`config.mk`:
```
export PLATFORM = sky130hd
export DESIGN_NAME = mem_port_arbiter_flat
export DESIGN_NICKNAME = d
export VERILOG_FILES = /design/src/rtl/mem_port_arbiter_pkg.sv /design/src/rtl/mem_port_arbiter_if.sv /design/src/rtl/mem_port_arbiter_starve_ctr.sv /design/src/rtl/mem_port_arbiter.sv /design/src/flat_wrapper.sv
export SDC_FILE = /design/constraint.sdc
export NUM_CORES = 1
export LEC_CHECK = 0
export CORE_AREA = 5 5 104 106
export CTS_BUF_LIST = sky130_fd_sc_hd__clkbuf_8 sky130_fd_sc_hd__clkbuf_16
export CTS_CLUSTER_DIAMETER = 40
export DETAILED_ROUTE_END_ITERATION = 8
export DIE_AREA = 0 0 109 111
export GPL_ROUTABILITY_DRIVEN = 0
export GPL_TIMING_DRIVEN = 0
export PLACE_DENSITY = 0.72
export SYNTH_ARGS = -nofsm -noshare
export SYNTH_HDL_FRONTEND = slang
export SYNTH_SLANG_ARGS = --single-unit
```
`constraint.sdc`:
```
create_clock -name clk_i -period 2 [get_ports clk_i]
set_input_delay 0.6 -clock clk_i [delete_from_list [all_inputs] [get_ports clk_i]]
set_output_delay 0.6 -clock clk_i [all_outputs]
set_load 0.03 [all_outputs]
```
`src/rtl/mem_port_arbiter_pkg.sv`:
```
// riscv_pkg: shared types and constants for the memory port arbiter.
// Rev 1.0
`default_nettype none

package riscv_pkg;

  typedef enum logic [1:0] {
    ARB_IDLE     = 2'd0,
    ARB_WAIT_IF  = 2'd1,
    ARB_WAIT_LSU = 2'd2
  } arb_state_e;

  typedef enum logic {
    OWNER_IF  = 1'b0,
    OWNER_LSU = 1'b1
  } arb_owner_e;

  localparam int ARB_STARVE_CNT_W = 4;

  function automatic logic [ARB_STARVE_CNT_W-1:0] starve_sat_inc(
    input logic [ARB_STARVE_CNT_W-1:0] value
  );
    return (&value) ? value : value + 1'b1;
  endfunction

endpackage

`default_nettype wire

```
`src/rtl/mem_port_arbiter_if.sv`:
```
// mem_port_arbiter_if: fetch, LSU and memory channels of the shared bus port.
// Rev 1.0
`default_nettype none

interface mem_port_arbiter_if #(
  parameter int ADDR_W = 32,
  parameter int DATA_W = 32
);
  logic              if_req_i;
  logic [ADDR_W-1:0] if_addr_i;
  logic              if_gnt_o;
  logic              if_rvalid_o;
  logic [DATA_W-1:0] if_rdata_o;

  logic                lsu_req_i;
  logic                lsu_we_i;
  logic [DATA_W/8-1:0] lsu_be_i;
  logic [ADDR_W-1:0]   lsu_addr_i;
  logic [DATA_W-1:0]   lsu_wdata_i;
  logic                lsu_gnt_o;
  logic                lsu_rvalid_o;
  logic [DATA_W-1:0]   lsu_rdata_o;

  logic                mem_req_o;
  logic                mem_we_o;
  logic [DATA_W/8-1:0] mem_be_o;
  logic [ADDR_W-1:0]   mem_addr_o;
  logic [DATA_W-1:0]   mem_wdata_o;
  logic                mem_gnt_i;
  logic                mem_rvalid_i;
  logic [DATA_W-1:0]   mem_rdata_i;

  logic busy_o;

  // Arbiter view
  modport master (
    input  if_req_i, if_addr_i,
    output if_gnt_o, if_rvalid_o, if_rdata_o,
    input  lsu_req_i, lsu_we_i, lsu_be_i, lsu_addr_i, lsu_wdata_i,
    output lsu_gnt_o, lsu_rvalid_o, lsu_rdata_o,
    output mem_req_o, mem_we_o, mem_be_o, mem_addr_o, mem_wdata_o,
    input  mem_gnt_i, mem_rvalid_i, mem_rdata_i,
    output busy_o
  );

  // Core and memory view
  modport slave (
    output if_req_i, if_addr_i,
    input  if_gnt_o, if_rvalid_o, if_rdata_o,
    output lsu_req_i, lsu_we_i, lsu_be_i, lsu_addr_i, lsu_wdata_i,
    input  lsu_gnt_o, lsu_rvalid_o, lsu_rdata_o,
    input  mem_req_o, mem_we_o, mem_be_o, mem_addr_o, mem_wdata_o,
    output mem_gnt_i, mem_rvalid_i, mem_rdata_i,
    input  busy_o
  );

endinterface

`default_nettype wire

```
`src/rtl/mem_port_arbiter_starve_ctr.sv`:
```
// arb_starve_ctr: saturating LSU-grant counter; fires once IF has waited STARVE_LIMIT grants.
// Rev 1.0 -- compiled only when YARC_ARB_FAIRNESS_EN is defined.
`default_nettype none

`ifdef YARC_ARB_FAIRNESS_EN
module arb_starve_ctr
  import riscv_pkg::*;
#(
  parameter int STARVE_LIMIT = 4
) (
  input  logic clk_i,
  input  logic rst_i,
  input  logic inc,
  input  logic clr,
  output logic fire
);

  logic [ARB_STARVE_CNT_W-1:0] starve_cnt;

  always_ff @(posedge clk_i or posedge rst_i) begin
    if (rst_i) begin
      starve_cnt <= '0;
    end else if (clr) begin
      starve_cnt <= '0;
    end else if (inc) begin
      starve_cnt <= starve_sat_inc(starve_cnt);
    end
  end

  assign fire = (starve_cnt >= ARB_STARVE_CNT_W'(STARVE_LIMIT));

endmodule
`endif

`default_nettype wire

```
`src/rtl/mem_port_arbiter.sv`:
```
// mem_port_arbiter: shares one memory port between fetch and LSU, one outstanding access,
// locked selection while waiting for grant. Fairness guard under YARC_ARB_FAIRNESS_EN. Rev 1.0
`default_nettype none

module mem_port_arbiter
  import riscv_pkg::*;
#(
  parameter int ADDR_W       = 32,
  parameter int DATA_W       = 32,
  parameter int STARVE_LIMIT = 4
) (
  input  logic                clk_i,
  input  logic                rst_i,
  mem_port_arbiter_if.master  bus
);

  arb_state_e state, state_next;
  logic       lock_valid, lock_valid_next;
  arb_owner_e lock_owner, lock_owner_next;

  logic       sel_valid;
  arb_owner_e sel_owner;
  logic       issue;
  logic       starve_fire;

  logic                cmd_we;
  logic [DATA_W/8-1:0] cmd_be;
  logic [ADDR_W-1:0]   cmd_addr;
  logic [DATA_W-1:0]   cmd_wdata;

`ifdef YARC_ARB_FAIRNESS_EN
  arb_starve_ctr #(
    .STARVE_LIMIT (STARVE_LIMIT)
  ) u_starve_ctr (
    .clk_i (clk_i),
    .rst_i (rst_i),
    .inc   (bus.lsu_gnt_o & bus.if_req_i),
    .clr   (bus.if_gnt_o),
    .fire  (starve_fire)
  );
`else
  logic unused_starve_limit;
  assign unused_starve_limit = (STARVE_LIMIT != 0);
  assign starve_fire         = 1'b0;
`endif

  // A locked owner keeps its request high, so it is always still requesting.
  always_comb begin
    sel_valid = 1'b0;
    sel_owner = OWNER_IF;
    if (lock_valid) begin
      sel_valid = 1'b1;
      sel_owner = lock_owner;
    end else if (starve_fire && bus.if_req_i) begin
      sel_valid = 1'b1;
      sel_owner = OWNER_IF;
    end else if (bus.lsu_req_i) begin
      sel_valid = 1'b1;
      sel_owner = OWNER_LSU;
    end else if (bus.if_req_i) begin
      sel_valid = 1'b1;
      sel_owner = OWNER_IF;
    end
  end

  assign issue = (state == ARB_IDLE) && sel_valid &&
                 ((sel_owner == OWNER_LSU) ? bus.lsu_req_i : bus.if_req_i);

  always_ff @(posedge clk_i or posedge rst_i) begin
    if (rst_i) begin
      state      <= ARB_IDLE;
      lock_valid <= 1'b0;
      lock_owner <= OWNER_IF;
    end else begin
      state      <= state_next;
      lock_valid <= lock_valid_next;
      lock_owner <= lock_owner_next;
    end
  end

  always_comb begin
    state_next       = state;
    lock_valid_next  = lock_valid;
    lock_owner_next  = lock_owner;
    bus.mem_req_o    = 1'b0;
    cmd_we           = 1'b0;
    cmd_be           = '0;
    cmd_addr         = '0;
    cmd_wdata        = '0;
    bus.if_gnt_o     = 1'b0;
    bus.lsu_gnt_o    = 1'b0;
    bus.if_rvalid_o  = 1'b0;
    bus.lsu_rvalid_o = 1'b0;

    case (state)
      ARB_IDLE: begin
        if (issue) begin
          bus.mem_req_o = 1'b1;
          if (sel_owner == OWNER_LSU) begin
            cmd_we    = bus.lsu_we_i;
            cmd_be    = bus.lsu_be_i;
            cmd_addr  = bus.lsu_addr_i;
            cmd_wdata = bus.lsu_wdata_i;
          end else begin
            cmd_be   = '1;
            cmd_addr = bus.if_addr_i;
          end

          if (bus.mem_gnt_i) begin
            lock_valid_next = 1'b0;
            if (sel_owner == OWNER_LSU) begin
              bus.lsu_gnt_o = 1'b1;
              state_next    = ARB_WAIT_LSU;
            end else begin
              bus.if_gnt_o = 1'b1;
              state_next   = ARB_WAIT_IF;
            end
          end else begin
            lock_valid_next = 1'b1;
            lock_owner_next = sel_owner;
          end
        end
      end

      ARB_WAIT_IF: begin
        if (bus.mem_rvalid_i) begin
          bus.if_rvalid_o = 1'b1;
          state_next      = ARB_IDLE;
        end
      end

      ARB_WAIT_LSU: begin
        if (bus.mem_rvalid_i) begin
          bus.lsu_rvalid_o = 1'b1;
          state_next       = ARB_IDLE;
        end
      end

      default: begin
        state_next = ARB_IDLE;
      end
    endcase
  end

  assign bus.mem_we_o    = cmd_we;
  assign bus.mem_be_o    = cmd_be;
  assign bus.mem_addr_o  = cmd_addr;
  assign bus.mem_wdata_o = cmd_wdata;

  assign bus.if_rdata_o  = bus.mem_rdata_i;
  assign bus.lsu_rdata_o = bus.mem_rdata_i;
  assign bus.busy_o      = (state != ARB_IDLE);

endmodule

`default_nettype wire
```
`src/flat_wrapper.sv`:
```
// flat-port wrapper written by rule: the top's interface ports become plain ports
module mem_port_arbiter_flat import riscv_pkg::*;
#(
  parameter int ADDR_W       = 32,
  parameter int DATA_W       = 32,
  parameter int STARVE_LIMIT = 4
)
  (clk_i, rst_i, bus_if_req_i, bus_if_addr_i, bus_if_gnt_o, bus_if_rvalid_o, bus_if_rdata_o, bus_lsu_req_i, bus_lsu_we_i, bus_lsu_be_i, bus_lsu_addr_i, bus_lsu_wdata_i, bus_lsu_gnt_o, bus_lsu_rvalid_o, bus_lsu_rdata_o, bus_mem_req_o, bus_mem_we_o, bus_mem_be_o, bus_mem_addr_o, bus_mem_wdata_o, bus_mem_gnt_i, bus_mem_rvalid_i, bus_mem_rdata_i, bus_busy_o);
  mem_port_arbiter_if #(.ADDR_W(ADDR_W), .DATA_W(DATA_W)) bus_i ();
  input  logic clk_i;
  input  logic rst_i;
  input wire logic [$bits(bus_i.if_req_i)-1:0] bus_if_req_i;
  input wire logic [$bits(bus_i.if_addr_i)-1:0] bus_if_addr_i;
  output wire logic [$bits(bus_i.if_gnt_o)-1:0] bus_if_gnt_o;
  output wire logic [$bits(bus_i.if_rvalid_o)-1:0] bus_if_rvalid_o;
  output wire logic [$bits(bus_i.if_rdata_o)-1:0] bus_if_rdata_o;
  input wire logic [$bits(bus_i.lsu_req_i)-1:0] bus_lsu_req_i;
  input wire logic [$bits(bus_i.lsu_we_i)-1:0] bus_lsu_we_i;
  input wire logic [$bits(bus_i.lsu_be_i)-1:0] bus_lsu_be_i;
  input wire logic [$bits(bus_i.lsu_addr_i)-1:0] bus_lsu_addr_i;
  input wire logic [$bits(bus_i.lsu_wdata_i)-1:0] bus_lsu_wdata_i;
  output wire logic [$bits(bus_i.lsu_gnt_o)-1:0] bus_lsu_gnt_o;
  output wire logic [$bits(bus_i.lsu_rvalid_o)-1:0] bus_lsu_rvalid_o;
  output wire logic [$bits(bus_i.lsu_rdata_o)-1:0] bus_lsu_rdata_o;
  output wire logic [$bits(bus_i.mem_req_o)-1:0] bus_mem_req_o;
  output wire logic [$bits(bus_i.mem_we_o)-1:0] bus_mem_we_o;
  output wire logic [$bits(bus_i.mem_be_o)-1:0] bus_mem_be_o;
  output wire logic [$bits(bus_i.mem_addr_o)-1:0] bus_mem_addr_o;
  output wire logic [$bits(bus_i.mem_wdata_o)-1:0] bus_mem_wdata_o;
  input wire logic [$bits(bus_i.mem_gnt_i)-1:0] bus_mem_gnt_i;
  input wire logic [$bits(bus_i.mem_rvalid_i)-1:0] bus_mem_rvalid_i;
  input wire logic [$bits(bus_i.mem_rdata_i)-1:0] bus_mem_rdata_i;
  output wire logic [$bits(bus_i.busy_o)-1:0] bus_busy_o;
  assign bus_i.if_req_i = bus_if_req_i;
  assign bus_i.if_addr_i = bus_if_addr_i;
  assign bus_if_gnt_o = bus_i.if_gnt_o;
  assign bus_if_rvalid_o = bus_i.if_rvalid_o;
  assign bus_if_rdata_o = bus_i.if_rdata_o;
  assign bus_i.lsu_req_i = bus_lsu_req_i;
  assign bus_i.lsu_we_i = bus_lsu_we_i;
  assign bus_i.lsu_be_i = bus_lsu_be_i;
  assign bus_i.lsu_addr_i = bus_lsu_addr_i;
  assign bus_i.lsu_wdata_i = bus_lsu_wdata_i;
  assign bus_lsu_gnt_o = bus_i.lsu_gnt_o;
  assign bus_lsu_rvalid_o = bus_i.lsu_rvalid_o;
  assign bus_lsu_rdata_o = bus_i.lsu_rdata_o;
  assign bus_mem_req_o = bus_i.mem_req_o;
  assign bus_mem_we_o = bus_i.mem_we_o;
  assign bus_mem_be_o = bus_i.mem_be_o;
  assign bus_mem_addr_o = bus_i.mem_addr_o;
  assign bus_mem_wdata_o = bus_i.mem_wdata_o;
  assign bus_i.mem_gnt_i = bus_mem_gnt_i;
  assign bus_i.mem_rvalid_i = bus_mem_rvalid_i;
  assign bus_i.mem_rdata_i = bus_mem_rdata_i;
  assign bus_busy_o = bus_i.busy_o;
  mem_port_arbiter #(.ADDR_W(ADDR_W), .DATA_W(DATA_W), .STARVE_LIMIT(STARVE_LIMIT)) u_core (.clk_i(clk_i), .rst_i(rst_i), .bus(bus_i));
endmodule
```
**After elaboration in Yosys (flattened, before gate mapping)**

Cells that the tools add are included.

- $add $sub $neg: 0
- Reduce and logical (&&, ||, !) cells: 8
- $mul: 0
- Multiplexer cells: 37
- Divide/modulo/power cells: 0
- Bitwise operators: 1
- Shift-type cells: 0
- Eq/ne operators: 5
- Order comparisons: 0

Operators with widths:

| operator | number |
|---|---|
| $mux 32 | 6 |
| $mux 1 | 23 |
| $mux 4 | 3 |
| $mux 2 | 4 |
| $reduce_and 3->1 | 2 |
| $ne 2x1->1 const B | 2 |
| $pmux 2 s2 | 1 |
| $eq 2x1->1 const B | 1 |
| $eq 2x2->1 const B | 1 |
| $logic_and 1x1->1 | 2 |
| $logic_not 2->1 | 1 |
| $ne 2x2->1 const B | 1 |
| $reduce_and 2->1 | 1 |
| $reduce_bool 2->1 | 1 |
| $reduce_or 2->1 | 1 |
| $not 1->1 | 1 |

- Memories kept: 0
- Register bits after elaboration: 4
- Output and inout port bits: 139
- Word-level logic and storage cells: 54
- Bits in writable memories: 0
- Memory bits (read-only): 0
- Input port bits: 139
- Bits in latches: 0

**Logic depth before layout (Yosys ltp)**

- Word-level depth: 7
- Gate-level depth with buffers: 6
- Depth with buffers taken out: 6

**Worst setup path before layout**

OpenSTA, ideal clock, no wires.

- Path type: input -> output
- Start point: input port bus_lsu_req_i
- End point: output port bus_mem_addr_o[27]
- Stages on the path: 4
- Path buffers: 1
- Data required time: 1400 ps
- Setup slack: -199 ps
- Data arrival time: 1599 ps
- Cells stage by stage: mux2i_1 -> clkbuf_1 -> nand2_1 -> a21oi_1

- Cells in the longest elaborated chain, start to end: 6
- Elaborated cells between the ends (all ways): 10
- Classes of those cells: mux: 8; reduce/logical: 2

Ends and longest elaborated chain:

| what | RTL line | source |
|---|---|---|
| start, declared | flat_wrapper.sv:17 | `input wire logic [$bits(bus_i.lsu_req_i)-1:0] bus_lsu_req_i;` |
| $mux 1 | mem_port_arbiter.sv:57 | `end else if (bus.lsu_req_i) begin` |
| $mux 1 | mem_port_arbiter.sv:51 | `if (lock_valid) begin` |
| $mux 1 or $logic_and 1x1->1 (tied branches) | mem_port_arbiter.sv:67, mem_port_arbiter.sv:66 |  |
| $logic_and 1x1->1 | mem_port_arbiter.sv:66 | `assign issue = (state == ARB_IDLE) && sel_valid &&` |
| $mux 32 (*) | mem_port_arbiter.sv:97 | `if (issue) begin` |
| $mux 32 (*) | mem_port_arbiter.sv:95 | `case (state)` |
| end, declared | flat_wrapper.sv:28 | `output wire logic [$bits(bus_i.mem_addr_o)-1:0] bus_mem_addr_o;` |

Mark *: on every way between the ends. The rest lies on a longest branch, timed or not.

**Worst setup path after layout**

- Start point: input port bus_lsu_req_i
- End point: output port bus_mem_addr_o[25]

Same word-level chain as after synthesis.

==> flow_summary.html <==
<table>
<tr><th>Metric</th><th>Value</th></tr>
<tr><th colspan="2">Worst setup path</th></tr>
<tr><td>Worst Setup EP</td><td>bus_mem_addr_o[25]</td></tr>
<tr><td>Worst reg2reg path startpoint</td><td>u_core.lock_owner$_DFFE_PP0P_</td></tr>
<tr><td>Worst r2r path cells</td><td>5</td></tr>
<tr><td>Nature of the critical path startpoint</td><td>primary input</td></tr>
<tr><td>Top Family by Delay on Critical Path</td><td>buffers and inverters</td></tr>
<tr><td>Capturing element type of the critical path</td><td>output port</td></tr>
<tr><td>Minimum setup slack among reg-to-reg paths</td><td>0.64 ns</td></tr>
<tr><td>Largest stage delay on the critical path</td><td>0.17 ns</td></tr>
<tr><td>Path length in cells of the critical path</td><td>8</td></tr>
<tr><td>Critical path origin</td><td>bus_lsu_req_i</td></tr>
<tr><td>Cell at the slowest stage of the critical path</td><td>sky130_fd_sc_hd__a21oi_2</td></tr>
<tr><td>Crit path arrival time</td><td>1.70 ns</td></tr>
<tr><td>Worst r2r dst</td><td>u_core.state[1]$_DFFE_PP0P_</td></tr>
<tr><td>WP data required</td><td>1.40 ns</td></tr>
<tr><td>CP cell instances</td><td>buf_6 -&gt; mux2i_2 -&gt; a21oi_2 -&gt; nand2_2 -&gt; buf_12 -&gt; buf_12 -&gt; a21oi_4 -&gt; buf_6</td></tr>
<tr><td>Critical path buffer and inverter count</td><td>4</td></tr>
<tr><td>Critical setup path kind</td><td>primary input to output port</td></tr>
<tr><td>Biggest fanout along the worst timing path</td><td>7</td></tr>
<tr><th colspan="2">Clock network</th></tr>
<tr><td>Clock root cell</td><td>sky130_fd_sc_hd__clkbuf_8</td></tr>
<tr><td>Maximum clock insertion buffer count</td><td>2</td></tr>
<tr><td>Clock-pin transition on the worst setup and hold timing paths</td><td>0.03 ns</td></tr>
<tr><td>Clk sinks</td><td>4</td></tr>
<tr><td>Number of H-tree branching levels</td><td>1</td></tr>
<tr><td>Clock tree from TritonCTS</td><td>built</td></tr>
<tr><td>Clock Latency Late Sink</td><td>0.22 ns</td></tr>
<tr><td>Count of hold-fix buffers inserted at cts</td><td>0</td></tr>
<tr><td>Number of CTS-inserted buffers</td><td>3</td></tr>
<tr><th colspan="2">Synthesis</th></tr>
<tr><td>Register bit count reported by yosys</td><td>4</td></tr>
<tr><td>Cell count after synthesis</td><td>255</td></tr>
<tr><td>Most repeated cell in the gate-level netlist after synthesis</td><td>sky130_fd_sc_hd__nand2_1</td></tr>
<tr><td>Largest area contributor in the netlist</td><td>sky130_fd_sc_hd__buf_4</td></tr>
<tr><td>Part of the Yosys area used for sequential elements</td><td>6.23%</td></tr>
<tr><td>Mean area per synthesized cell</td><td>6.31 um^2</td></tr>
<tr><td>Post-Syn Area</td><td>1610 um^2</td></tr>
<tr><td>Commonest cells post-synth</td><td>68 x sky130_fd_sc_hd__nand2_1, 66 x sky130_fd_sc_hd__buf_4, 36 x sky130_fd_sc_hd__and2_1</td></tr>
<tr><td>Leading register cell type out of synthesis</td><td>sky130_fd_sc_hd__dfrtp_1</td></tr>
<tr><td>Share of the synthesized area in the top cell type</td><td>30.8%</td></tr>
<tr><td>Async set-or-reset flop fraction in the synthesized netlist</td><td>100%</td></tr>
<tr><td>Number of distinct library cells after synthesis</td><td>19</td></tr>
<tr><td>Number of flops mapped to enable cells by yosys</td><td>0</td></tr>
<tr><td>Yosys synthesis warning count</td><td>0</td></tr>
<tr><td>Post-synthesis net count</td><td>397</td></tr>
<tr><td>Main area contributors after synthesis</td><td>sky130_fd_sc_hd__buf_4 31%, sky130_fd_sc_hd__nand2_1 16%, sky130_fd_sc_hd__and2_1 14%</td></tr>
<tr><th colspan="2">STA</th></tr>
<tr><td>Worst clock skew</td><td>0.000927 ns</td></tr>
<tr><td>Final-report setup violation count</td><td>72</td></tr>
<tr><td>Fin. max-slew vios</td><td>0</td></tr>
<tr><td>Post-route worst setup slack</td><td>-0.305 ns</td></tr>
<tr><td>RSZ-0062 raised after global routing</td><td>true</td></tr>
<tr><td>Min cycle time layout</td><td>2.30 ns</td></tr>
<tr><td>Summed negative setup slack over all endpoints</td><td>-15.38 ns</td></tr>
<tr><td>Tcrit/Tclk final</td><td>115%</td></tr>
<tr><td>Achievable clock frequency</td><td>434 MHz</td></tr>
<tr><td>Headroom to the max-slew limit</td><td>77.9%</td></tr>
<tr><td>Worst hold slack after final layout</td><td>0.565 ns</td></tr>
<tr><td>Number of hold-slack violations in the final timing report</td><td>0</td></tr>
<tr><td>Transition time of the tightest slew-check pin</td><td>0.330 ns</td></tr>
<tr><th colspan="2">Global routing</th></tr>
<tr><td>Grt peak-use layer</td><td>met2</td></tr>
<tr><td>Maximum number of pins on one net before global-route repair</td><td>11</td></tr>
<tr><td>Met1 global-route usage</td><td>14.1%</td></tr>
<tr><td>Global routing usage on met3</td><td>4.60%</td></tr>
<tr><td>Wire length of the first global-routing pass</td><td>14.7 mm</td></tr>
<tr><td>Via count of the first global-routing pass</td><td>2,915</td></tr>
<tr><td>Grt total ovfl</td><td>0</td></tr>
<tr><td>GR Util met2</td><td>30.5%</td></tr>
<tr><td>Number of antenna violations at the first check in global routing</td><td>0</td></tr>
<tr><td>GRT Util Overall</td><td>15.1%</td></tr>
<tr><th colspan="2">Layout</th></tr>
<tr><td>Number of nets at the end of the flow</td><td>674</td></tr>
<tr><td>Utilization after layout</td><td>53.9%</td></tr>
<tr><td>Growth of design area from synthesis to finish</td><td>224%</td></tr>
<tr><td>Layout fillers</td><td>880</td></tr>
<tr><td>Diodes inserted</td><td>0</td></tr>
<tr><td>Layout cells sized above 1</td><td>50.8%</td></tr>
<tr><td>Area used by multi-input combinational logic</td><td>1350 um^2</td></tr>
<tr><td>Cell Count, Final, Fillers Out</td><td>663</td></tr>
<tr><td>Register area</td><td>101 um^2</td></tr>
<tr><th colspan="2">Pwr</th></tr>
<tr><td>P per Cell Area</td><td>1160 nW/um^2</td></tr>
<tr><td>Pwr Total</td><td>6.04 mW</td></tr>
<tr><td>Worst ir drop on vdd</td><td>0.565 mV</td></tr>
<tr><td>Leakage dissipation</td><td>2.30 nW</td></tr>
<tr><th colspan="2">Detailed routing</th></tr>
<tr><td>Total vias in the final route</td><td>2,622</td></tr>
<tr><td>WL/cell</td><td>14.8 um</td></tr>
<tr><td>Number of detailed-route iterations in the first pass</td><td>4</td></tr>
<tr><td>Post-route ant nets</td><td>0</td></tr>
<tr><td>Vias per std cell</td><td>3.95</td></tr>
<tr><td>Violation count after the first detailed-routing iteration</td><td>47</td></tr>
<tr><td>Number of remaining DRC errors</td><td>0</td></tr>
<tr><td>Total length of routed wires</td><td>9.81 mm</td></tr>
<tr><th colspan="2">Worst hold path</th></tr>
<tr><td>Type of the most critical hold path</td><td>primary input to asynchronous set/reset pin</td></tr>
<tr><th colspan="2">Die</th></tr>
<tr><td>Floorplan die height</td><td>111 um</td></tr>
<tr><td>Chip Width</td><td>109 um</td></tr>
<tr><td>Area inside the core boundary</td><td>9680 um^2</td></tr>
<tr><td>Total die area</td><td>12,100 um^2</td></tr>
<tr><td>I/O pin cnt</td><td>278</td></tr>
<tr><td>Starting Density</td><td>16.6%</td></tr>
<tr><td>Total number of placement rows</td><td>36</td></tr>
<tr><th colspan="2">Placed design</th></tr>
<tr><td>Post-detailed-placement half-perimeter wirelength</td><td>8.05 mm</td></tr>
<tr><td>Input/output buffers</td><td>245</td></tr>
<tr><td>Placed Cells</td><td>633</td></tr>
<tr><th colspan="2">Outcome</th></tr>
<tr><td>Failing checks</td><td>negative setup slack</td></tr>
<tr><td>Run status</td><td>finished, violations left</td></tr>
<tr><th colspan="2">Flow run</th></tr>
<tr><td>Max-cap viol count</td><td>0</td></tr>
</table>
-- power breakdown --
part | internal (mW) | switching [mW]
combinational | 2.77 | 2.95
clock | 0.128 | 0.0422
sequential | 0.117 | 0.0257
-- sequential cells by signal (all words and copies together) (netlist names) --
register,flops
u_core.lock_valid,1
u_core.state,2
u_core.lock_owner,1
-- cells in the final DEF (no fill, tap or decap), drive strengths merged --
master / instances
buf: 180
clkdlybuf4s50: 167
nand2: 68
and2: 36
a21oi: 36
nor2: 11
inv: 6
o21ai: 4
dfrtp: 4
clkbuf: 3
ha: 3
nand2b: 2
a22o: 2
dlygate4sd2: 2
mux2i: 2
and3: 1
a32o: 1
mux2: 1
bufbuf: 1
-- worst min path at each step --
stage | from | endpoint | slack (ns) | cells after the start
floorplan | rst_i | u_core.lock_owner$_DFFE_PP0P_ | 0.37 | 1
global placement | u_core.state[0]$_DFFE_PP0P_ | u_core.state[0]$_DFFE_PP0P_ | 0.51 | 1
detailed placement | u_core.state[0]$_DFFE_PP0P_ | u_core.state[0]$_DFFE_PP0P_ | 0.53 | 1
CTS | rst_i | u_core.lock_valid$_DFFE_PP0P_ | 0.57 | 2
global route | rst_i | u_core.state[1]$_DFFE_PP0P_ | 0.60 | 2
finish | rst_i | u_core.lock_valid$_DFFE_PP0P_ | 0.56 | 2
-- area by class of cell --
type / instances / share of cell area [%]
well taps: 133 / 3.19
inverters: 6 / 0.480
plain buffers: 78 / 12.8
clock buffers: 3 / 0.792
multi-input cells: 167 / 25.9
repair buffers: 272 / 54.9
flip-flops and latches: 4 / 1.94
-- metal layers --
metal	wire (um)	up-vias	share of wire [%]
li1	-	1289	-
met1	3120	1165	32
met5	0	-	0
met3	1060	14	11
met2	5470	154	56
met4	156	0	1.6
-- cells by family after synthesis --
family	count (synthesis)	share of synthesized area, %
simple gates	118	33.6
buf+inv	85	37.1
compound gates	42	18.8
flops	4	6.23
mux	3	1.95
fa+ha+maj	3	2.33
-- what timing repair did --
| action | CTS | global route |
|---|---|---|
| resized for setup | 609 | 34 |
| gates cloned | 7 | 0 |
| pin swaps | 35 | 7 |
| setup endpoints to repair | 75 | 74 |
| setup buffers | 15 | 6 |
-- through the flow --
step	worst slack, ns	instance area [um^2]
finish	-0.305	5220
global route	-0.365	5220
CTS	-0.311	5060
detailed placement	-1.42	4460
global placement	-1.41	4460
floorplan	-0.107	1840
No activity file was read; power rests on OpenSTA's default activity.
